===== src/rtl/sync_fifo_reader.sv =====
// Read-side drain engine for the synchronous FIFO.
// Absorbs the one-cycle read latency with a 2-entry output buffer.
module sync_fifo_reader #(
  parameter int WIDTH = 8,
  parameter int CNT_W = 16
) (
  input  logic             clk,
  input  logic             rst,
  input  logic             en,
  input  logic             fifo_empty,
  input  logic [WIDTH-1:0] fifo_rd_data,
  output logic             fifo_rd_en,
  output logic             out_valid,
  output logic [WIDTH-1:0] out_data,
  input  logic             out_ready,
  output logic             busy,
  output logic [CNT_W-1:0] word_cnt
);

  logic [WIDTH-1:0] r_mem [2];
  logic [1:0]       r_occ;
  logic             r_inflight;
  logic             r_head;
  logic             r_valid;
  logic [CNT_W-1:0] r_cnt;

  logic             w_pop;
  logic             w_tail;
  logic [1:0]       w_occ_nxt;

  assign w_pop     = r_valid & out_ready;
  assign w_occ_nxt = r_occ + {1'b0, r_inflight}
                   - {1'b0, w_pop};
  // occ + inflight never exceeds 2, so a capture
  // always finds occ at 0 or 1
  assign w_tail    = r_head ^ (r_occ != 2'd0);

  assign fifo_rd_en = rst & en & ~fifo_empty
                    & (w_occ_nxt < 2'd2);

  assign out_valid = r_valid;
  assign out_data  = r_mem[r_head];
  assign busy      = r_inflight | r_valid;
  assign word_cnt  = r_cnt;

  always_ff @(posedge clk or negedge rst) begin
    if (!rst) begin
      r_mem[0]   <= '0;
      r_mem[1]   <= '0;
      r_occ      <= 2'd0;
      r_inflight <= 1'b0;
      r_head     <= 1'b0;
      r_valid    <= 1'b0;
      r_cnt      <= '0;
    end else begin
      if (r_inflight) begin
        r_mem[w_tail] <= fifo_rd_data;
      end
      if (w_pop) begin
        r_head <= ~r_head;
        r_cnt  <= r_cnt + CNT_W'(1);
      end
      r_occ      <= w_occ_nxt;
      r_valid    <= (w_occ_nxt != 2'd0);
      r_inflight <= fifo_rd_en;
    end
  end

endmodule


===== config.mk =====
export PLATFORM = sky130hd
export DESIGN_NAME = sync_fifo_reader
export DESIGN_NICKNAME = d
export VERILOG_FILES = /design/src/rtl/sync_fifo_reader.sv
export SDC_FILE = /design/constraint.sdc
export NUM_CORES = 1
export LEC_CHECK = 0
export ABC_AREA = 0
export CAP_MARGIN = 20
export CORE_UTILIZATION = 40
export DETAILED_ROUTE_END_ITERATION = 10
export PLACE_DENSITY = 0.67
export SKIP_CTS_REPAIR_TIMING = 1
export SYNTH_ARGS = -nofsm -noshare
export SYNTH_HDL_FRONTEND = slang
export SYNTH_SLANG_ARGS = --single-unit

===== constraint.sdc =====
create_clock -name clk -period 8.39 [get_ports clk]
set_input_delay 2.517 -clock clk [delete_from_list [all_inputs] [get_ports clk]]
set_output_delay 2.517 -clock clk [all_outputs]
set_load 0.02 [all_outputs]

==> results of run 1 <==
[registers in the layout, indices dropped and copies added, names as in the netlist]
| name | count |
|---|---|
| r_inflight | 1 |
| r_head | 1 |
| r_mem | 16 |
| out_valid | 1 |
| word_cnt | 16 |
| r_occ | 2 |
[Yosys cell counts, drive strengths merged]
cell / count / share of area
nand2b: 1 / 0.0038
buf: 3 / 0.020
mux2: 25 / 0.19
nand4: 6 / 0.026
xnor2: 12 / 0.063
inv: 4 / 0.0090
nand3: 3 / 0.0090
nor2: 7 / 0.016
dfrtp: 37 / 0.56
nand2: 8 / 0.018
ha: 3 / 0.023
or2: 4 / 0.015
xor2: 7 / 0.037
nor3: 4 / 0.019
[metrics by stage]
step	util	total power [mW]	instance area, sq um	setup WS, ns	hold slack, ns
after floorplan	-	0.510	1670	1.90	0.475
after global placement	0.522	0.629	2090	1.08	0.461
after detailed placement	0.522	0.645	2090	0.994	0.477
after CTS	0.542	0.768	2170	0.971	0.489
after global routing	0.542	0.811	2170	0.833	0.516
final	0.542	0.760	2170	1.01	0.480
[critical path, stage by stage]
cell and delay, ns:
clkdlybuf4s50_1 0.44, nand2_1 0.17, inv_1 0.07, ha_1 0.27, inv_1 0.03, ha_1 0.17, xnor2_1 0.13, xnor2_1 0.16
nor3_1 0.25, clkdlybuf4s50_1 0.65
[layer usage]
| layer | vias up | global-route usage | part of all wire |
|---|---|---|---|
| li1 | 507 | - | - |
| met1 | 506 | 0.209 | 0.46 |
| met2 | 29 | 0.270 | 0.48 |
| met3 | 4 | 0.0394 | 0.042 |
| met4 | 0 | 0.0851 | 0.015 |
| met5 | - | 0 | 0 |
[cell type report]
cell class / instances / area [sq um] / share of cell area
flip-flops and latches: 37 / 926 / 0.427
multi-input cells: 80 / 693 / 0.319
repair buffers: 40 / 393 / 0.181
clock buffers: 8 / 80.1 / 0.0369
well taps: 50 / 62.6 / 0.0288
inverters: 4 / 15.0 / 0.00692
[power groups by stage]
stage	clock network [mW]	logic (mW)	registers, mW
global route	0.131	0.367	0.313
detailed placement	0	0.340	0.305
global placement	0	0.330	0.299
finish	0.118	0.339	0.303
CTS	0.122	0.343	0.302
floorplan	0	0.205	0.305
[cells by family (layout without fill, tap and decap cells)]
| group | after synthesis | in the layout | synth area share |
|---|---|---|---|
| DFF | 37 | 37 | 0.555 |
| and+or+nand+nor | 33 | 33 | 0.107 |
| muxes | 25 | 25 | 0.187 |
| xor gates and xnor gates | 19 | 19 | 0.0998 |
| buffers and inverters | 7 | 52 | 0.0293 |
| adders and majority gates | 3 | 3 | 0.0225 |
[how the worst min path moves through the flow]
stage / to / slack, ns / cells past startpoint
finish: word_cnt[15] / 0.48 / 1
global route: word_cnt[15] / 0.52 / 1
CTS: word_cnt[15] / 0.49 / 1
detailed placement: word_cnt[15] / 0.48 / 1
global placement: word_cnt[15] / 0.46 / 1
floorplan: r_mem[10] / 0.48 / 1
==> impl_metrics.yaml, run 1 <==
pwr:
  power_frac_seq: 0.399
  power_frac_comb: 0.446
  p_sw_frac: 0.344
  power_per_cell_area_nw_per_um2: 350
  p_int_uw: 498
  ir_drop_v: 0.000161
  power_switching_uw: 262
  power.share.clock: 0.155
  leakagePower_nw: 0.967
global_routing:
  grt_pass1_vias: 1142
  grt_pass1_wl_um: 5380
  grt_max_degree: 38
  grt-ovfl-total: 0
  antenna_found_initial: 0
  gr-usage-all-layers: 0.168
drt:
  vias: 1046
  drc: 0
  firstDrtPassIters: 4
  drtIter0Drc: 32
  ant_nets: 0
  wirelength_um: 3200
  viasPerCell: 4.78
  wl_per_cell_um: 14.6
cts:
  cts_tree: "built"
  clockRootBuffer: "clkbuf_8"
  htreeDepth: 2
  clk_pin_slew_ns: 0.07
  clockBufferDepth: 2
  cts.sinks: 37
  cts_made_buffers: 5
  clock_latency_ns: 0.28
worst_setup_path:
  critPathRequiredTime_ns: 5.87
  cp-end-kind: "output pin"
  reg2reg_depth: 8
  arrival_ns: 4.86
  r2r-start: "out_valid"
  critical_path.max_fanout: 4
  crit_start: "out_ready"
  startpoint_type: "input pin"
  reg2reg_slack_ns: 6.55
  critPathCapture: "fifo_rd_en"
  r2r_end: "out_valid"
  path_class: "input pin to output pin"
sta:
  slew_violations: 0
  max_slew_margin: 0.633
  hold_violations: 0
  fmax_mhz: 136
  period_minus_slack_ns: 7.38
  fin_setup_tns_ns: 0
  setup_viol: 0
  finalCritPeriodShare: 0.879
  finClkSkew_ns: 0.00442
  rsz0062_at_grt: "no"
  tightest_slew_ns: 0.550
synth:
  synth_cell_types: 18
  syn_area_per_cell_sq_um: 13.5
  ys_warn_count: 0
  ys_ff_latch: 37
  syn_area_sq_um: 1670
  ys_seq_area_frac: 0.555
  synth_cells: 124
  syn-num-nets: 140
floorplanning:
  start_util: 0.417
  row_count: 23
  dieWidth_um: 66.6
  die_h_um: 66.6
  ios: 40
  core_sq_um: 4000
  fp.dieArea_sq_um: 4430
cells_and_area:
  drive_above_1_share: 0.213
  fin_nets: 184
  area_growth_pct: 30.1
  final_common_cell: "clkdlybuf4s50_1"
  antennaDiodeCount: 0
  instances_no_fill: 219
  layout_common_cells: "clkdlybuf4s50_1 (38), dfrtp_1 (37), mux2_2 (17)"
  fillers: 336
hold_path:
  hp-class: "flip-flop to flip-flop"
  hold_start: "word_cnt[15]"
run:
  maxCapViolations: 0
placement:
  gp_congestion: 0.752
  place_inst: 211
  io_buffers: 39
  dpl.hpwl_um: 2240
status:
  status: "completed"
Power figures use the tool's default switching activity.
==> run 2: changes to the inputs <==
CORE_UTILIZATION = 52   (was 40)
PLACE_DENSITY = 0.83   (was 0.67)
==> run 2 against run 1 <==
Effect of this change:
- sequential power about the same
- cell area down 0.12%
- die area fell by 22%
- clock skew rose by 0.0066 ns
- sequential cell count did not move
- non-clock buffer count unchanged
- critical path type unchanged
- critical endpoint unchanged
- largest power group unchanged
==> impl_metrics.yaml, run 2 (synthesized netlist as in run 1, its figures left out) <==
status:
  status: "completed"
global_routing:
  grt-ovfl-total: 0
  grt_max_degree: 39
  antenna_found_initial: 0
  gr-max-usage-layer: "met2"
  grtUsageMet1: 0.245
  use_met3: 0.0725
  grt_use_met2: 0.342
  grt_pass1_vias: 1154
  gr-usage-all-layers: 0.208
  grt_pass1_wl_um: 5130
placement:
  dpl.hpwl_um: 2200
  placedInstanceArea_sq_um: 2080
  gp_congestion: 0.812
  place_inst: 205
  io_buffers: 39
cells_and_area:
  fin_area_sq_um: 2170
  instances_no_fill: 213
  antennaDiodeCount: 0
  final_common_cell: "clkdlybuf4s50_1"
  area_growth_pct: 29.9
  layout_common_cells: "clkdlybuf4s50_1 (38), dfrtp_1 (37), mux2_2 (17)"
  fillers: 232
  fin_nets: 184
  drive_above_1_share: 0.225
pwr:
  ir_drop_v: 0.000206
  power.share.clock: 0.168
  power_frac_seq: 0.393
  p_total_uw: 767
  power_per_cell_area_nw_per_um2: 354
  power_frac_comb: 0.439
  p_int_uw: 510
  power_switching_uw: 257
  leakagePower_nw: 0.973
  p_sw_frac: 0.335
worst_setup_path:
  startpoint_type: "input pin"
  critPathMaxStageDelay_ns: 0.65
  cp-end-kind: "output pin"
  crit_start: "out_ready"
  critPathRequiredTime_ns: 5.87
  r2r-start: "out_valid"
  reg2reg_slack_ns: 6.51
  arrival_ns: 4.88
  cp_slowest_cell: "clkdlybuf4s50_1"
  cp_cell_sequence: "clkdlybuf4s50_1 -> nand2_1 -> inv_1 -> ha_1 -> inv_1 -> ha_1 -> xnor2_1 -> xnor2_1 -> nor3_1 -> clkdlybuf4s50_1"
  reg2reg_depth: 8
  path_class: "input pin to output pin"
  critPathCapture: "fifo_rd_en"
  critical_path.max_fanout: 4
  r2r_end: "out_valid"
sta:
  slew_violations: 0
  finClkSkew_ns: 0.0110
  setup_viol: 0
  fin_setup_tns_ns: 0
  rsz0062_at_grt: "no"
  tightest_slew_ns: 0.547
  hold_violations: 0
  period_minus_slack_ns: 7.40
  max_slew_margin: 0.635
  finalCritPeriodShare: 0.882
  fmax_mhz: 135
drt:
  ant_nets: 0
  wl_per_cell_um: 14.3
  wirelength_um: 3040
  firstDrtPassIters: 4
  drc: 0
  viasPerCell: 5.09
  drtIter0Drc: 14
  vias: 1085
floorplanning:
  row_count: 20
  fp.dieArea_sq_um: 3440
  ios: 40
  die_h_um: 58.6
  core_sq_um: 3050
  dieWidth_um: 58.6
  start_util: 0.546
cts:
  clock_latency_ns: 0.34
  cts_tree: "built"
  htreeDepth: 2
  clk_pin_slew_ns: 0.11
  clockBufferDepth: 2
  clockRootBuffer: "clkbuf_4"
  cts_made_buffers: 5
  cts.sinks: 37
hold_path:
  hp-class: "flip-flop to flip-flop"
  holdPathStages: 1
run:
  maxCapViolations: 0
run 2: per-layer routing:
metal	vias to the layer above	routed length, um
li1	509	-
met1	549	1270
met2	22	1610
met3	5	113
met4	0	41
met5	-	0
run 2: metrics by stage:
step	util	setup WS, ns	hold slack (ns)
6_report	0.710	0.994	0.480
5_1_grt	0.710	0.874	0.530
4_1_cts	0.710	0.963	0.485
3_5_place_dp	0.682	1.01	0.467
3_3_place_gp	0.682	1.09	0.461
2_1_floorplan	-	1.90	0.475
run 2: worst min-delay path by stage:
| stage | endpoint | from | slack, ns |
|---|---|---|---|
| after floorplan | r_mem[10] | r_mem[10] | 0.48 |
| after global placement | word_cnt[15] | word_cnt[15] | 0.46 |
| after detailed placement | word_cnt[15] | word_cnt[15] | 0.47 |
| after global routing | word_cnt[15] | word_cnt[15] | 0.53 |
| final | word_cnt[15] | word_cnt[15] | 0.48 |
| after CTS | word_cnt[15] | word_cnt[15] | 0.48 |
run 2: power groups by stage:
stage / clock network, mW / logic [mW] / registers, mW
5_1_grt: 0.140 / 0.362 / 0.310
3_3_place_gp: 0 / 0.329 / 0.299
2_1_floorplan: 0 / 0.205 / 0.305
3_5_place_dp: 0 / 0.337 / 0.306
4_1_cts: 0.133 / 0.341 / 0.302
6_report: 0.129 / 0.337 / 0.301
run 2: worst max-delay path: cells and delay by family:
| family | cells | cell delay, ns |
|---|---|---|
| buf+inv | 4 | 1.18 |
| simple gates | 2 | 0.39 |
| fa+ha+maj | 2 | 0.46 |
| xor+xnor | 2 | 0.33 |
run 2: cell type report:
cell class	instances	area [sq um]	share of cell area
clock buffers	7	55.1	0.0254
clock inverters	1	30.0	0.0139
repair buffers	40	393	0.181
well taps	44	55.1	0.0254
flip-flops and latches	37	926	0.427
multi-input cells	80	693	0.320
inverters	4	15.0	0.00693
==> RTL change: new RTL, settings of run 1 <==
Set the parameter `CNT_W` to 18 (it was 16).
--- a/src/rtl/sync_fifo_reader.sv
+++ b/src/rtl/sync_fifo_reader.sv
@@ -2,7 +2,7 @@
 // Absorbs the one-cycle read latency with a 2-entry output buffer.
 module sync_fifo_reader #(
   parameter int WIDTH = 8,
-  parameter int CNT_W = 16
+  parameter int CNT_W = 18
 ) (
   input  logic             clk,
   input  logic             rst,
Ports: changed (resized word_cnt); port bits go from 40 to 42. No check against the original RTL was run, so the function may have changed too.
==> RTL change against run 1 <==
  * Design area is 6.5% higher
  * Clock skew hardly changed
  * Power is 7.8% higher
  * Hold slack worse by 0.0093 ns
  * Combinational power is 2% higher
  * Wire length is 0.91% higher
  * Sequential cell count is 2 higher
  * Setup slack worse by 0.036 ns
  * Cell count is 4.1% higher
  * Maximum frequency is 0.48% lower
  * Synthesized area is 4.4% higher
  * Critical path type unchanged
  * Critical endpoint unchanged
  * Largest cell class unchanged
  * Highest routed layer unchanged
==> RTL change: results (changes against run 1) <==
<table>
<tr><th>Metric</th><th>Value</th></tr>
<tr><th colspan="2">Timing</th></tr>
<tr><td>Worst clock skew on the final layout</td><td>0.00439 ns (was 0.00442 ns)</td></tr>
<tr><td>Slew of the pin with the lowest slew margin</td><td>0.531 ns (was 0.550 ns)</td></tr>
<tr><th colspan="2">Power and ir drop</th></tr>
<tr><td>Leakage power</td><td>1.00 nW (was 0.967 nW)</td></tr>
<tr><td>Worst-case vdd ir drop</td><td>0.155 mV (was 0.161 mV)</td></tr>
<tr><th colspan="2">Placement</th></tr>
<tr><td>IO Port Bufs</td><td>41 (was 39)</td></tr>
<tr><td>Worst slack at placement</td><td>0.975 ns (was 0.994 ns)</td></tr>
<tr><td>Cell Count Post-Placement</td><td>220 (was 211)</td></tr>
<tr><td>Routability-driven placement congestion ratio</td><td>0.804 (was 0.752)</td></tr>
<tr><th colspan="2">Synthesis</th></tr>
<tr><td>Avg Inst Size Synth</td><td>13.4 um2 (was 13.5 um2)</td></tr>
<tr><td>Netlist cell types</td><td>19 (was 18)</td></tr>
<tr><td>Share of synthesized cell area in full adder, half adder and majority cells</td><td>2.16% (was 2.25%)</td></tr>
<tr><td>Synth Net Count</td><td>146 (was 140)</td></tr>
<tr><td>Biggest area contributors in the synthesized netlist</td><td>sky130_fd_sc_hd__dfrtp_1 56%, sky130_fd_sc_hd__mux2_2 11%, sky130_fd_sc_hd__xnor2_1 8.6% (was sky130_fd_sc_hd__dfrtp_1 56%, sky130_fd_sc_hd__mux2_2 11%, sky130_fd_sc_hd__mux2_4 7.2%)</td></tr>
<tr><td>Fraction of synthesized area in multiplexers</td><td>17.9% (was 18.7%)</td></tr>
<tr><td>Post-synthesis xor/xnor area fraction</td><td>10.6% (was 9.98%)</td></tr>
<tr><td>Synth cell count leaders</td><td>39 x sky130_fd_sc_hd__dfrtp_1, 17 x sky130_fd_sc_hd__mux2_2, 17 x sky130_fd_sc_hd__xnor2_1 (was 37 x sky130_fd_sc_hd__dfrtp_1, 17 x sky130_fd_sc_hd__mux2_2, 12 x sky130_fd_sc_hd__xnor2_1)</td></tr>
<tr><th colspan="2">Route</th></tr>
<tr><td>Routed wire length</td><td>3230 um (was 3200 um)</td></tr>
<tr><th colspan="2">GRT</th></tr>
<tr><td>First-pass GRT wire length</td><td>5420 um (was 5380 um)</td></tr>
<tr><td>Total global-route track usage</td><td>16.7% (was 16.8%)</td></tr>
<tr><td>Pin count of the biggest net entering global routing</td><td>41 (was 38)</td></tr>
<tr><th colspan="2">Cells and area</th></tr>
<tr><td>Fill count</td><td>334 (was 336)</td></tr>
<tr><td>Fraction of layout instances using a drive strength above 1</td><td>21.9% (was 21.3%)</td></tr>
<tr><td>Reg area</td><td>976 um2 (was 926 um2)</td></tr>
<tr><th colspan="2">Setup path</th></tr>
<tr><td>Worst endpoint data arrival time</td><td>4.90 ns (was 4.86 ns)</td></tr>
<tr><th colspan="2">Status</th></tr>
<tr><td>Status</td><td>completed (unchanged)</td></tr>
</table>
==> RTL change: worst max-delay path: stages <==
cell and delay [ns]:
sky130_fd_sc_hd__clkdlybuf4s50_1 0.45, sky130_fd_sc_hd__nand2_1 0.17, sky130_fd_sc_hd__inv_1 0.08, sky130_fd_sc_hd__ha_1 0.27, sky130_fd_sc_hd__inv_1 0.04, sky130_fd_sc_hd__ha_1 0.18, sky130_fd_sc_hd__xnor2_1 0.18, sky130_fd_sc_hd__xnor2_1 0.12
sky130_fd_sc_hd__nor3_1 0.24, sky130_fd_sc_hd__clkdlybuf4s50_1 0.65
==> RTL change: cell type report <==
type	count	area share, %
timing repair buffer	42	17.9
tap	50	2.71
inverter	4	0.650
sequential	39	42.2
clock inverter	2	1.52
clock buffer	6	3.57
multi-input combinational	85	31.5
==> RTL change: kinds of logic (layout without fill, tap and decap cells) <==
group / after synthesis / after routing
xor+xnor: 21 / 21
fa+ha+maj: 3 / 3
flops: 39 / 39
buf+inv: 6 / 54
mux: 25 / 25
simple gates: 36 / 36
==> RTL change: routing by layer <==
layer / global-route usage [%] / wire length [um] / vias up
met4: 10.2 / 77 / 0
li1: - / - / 539
met5: 0 / 0 / -
met1: 20.6 / 1410 / 560
met3: 4.33 / 150 / 8
met2: 26.1 / 1590 / 26
==> RTL change: final timing paths <==
kind | startpoint | to | slack [ns] | cells past startpoint
min in group asynchronous | rst | r_mem[1] | 2.27 | 2
hold reg to reg | word_cnt[17] | word_cnt[17] | 0.47 | 1
max in group asynchronous | rst | r_mem[15] | 5.77 | 2
setup / recovery | out_ready | fifo_rd_en | 0.98 | 10
hold / removal | word_cnt[17] | word_cnt[17] | 0.47 | 1
setup reg to reg | out_valid | out_valid | 6.52 | 8
==> RTL change: power by group <==
group	switching, mW	internal, mW	total [mW]
clock network	0.0643	0.0962	0.161
logic	0.149	0.198	0.347
registers	0.0563	0.255	0.312
total	0.270	0.549	0.819
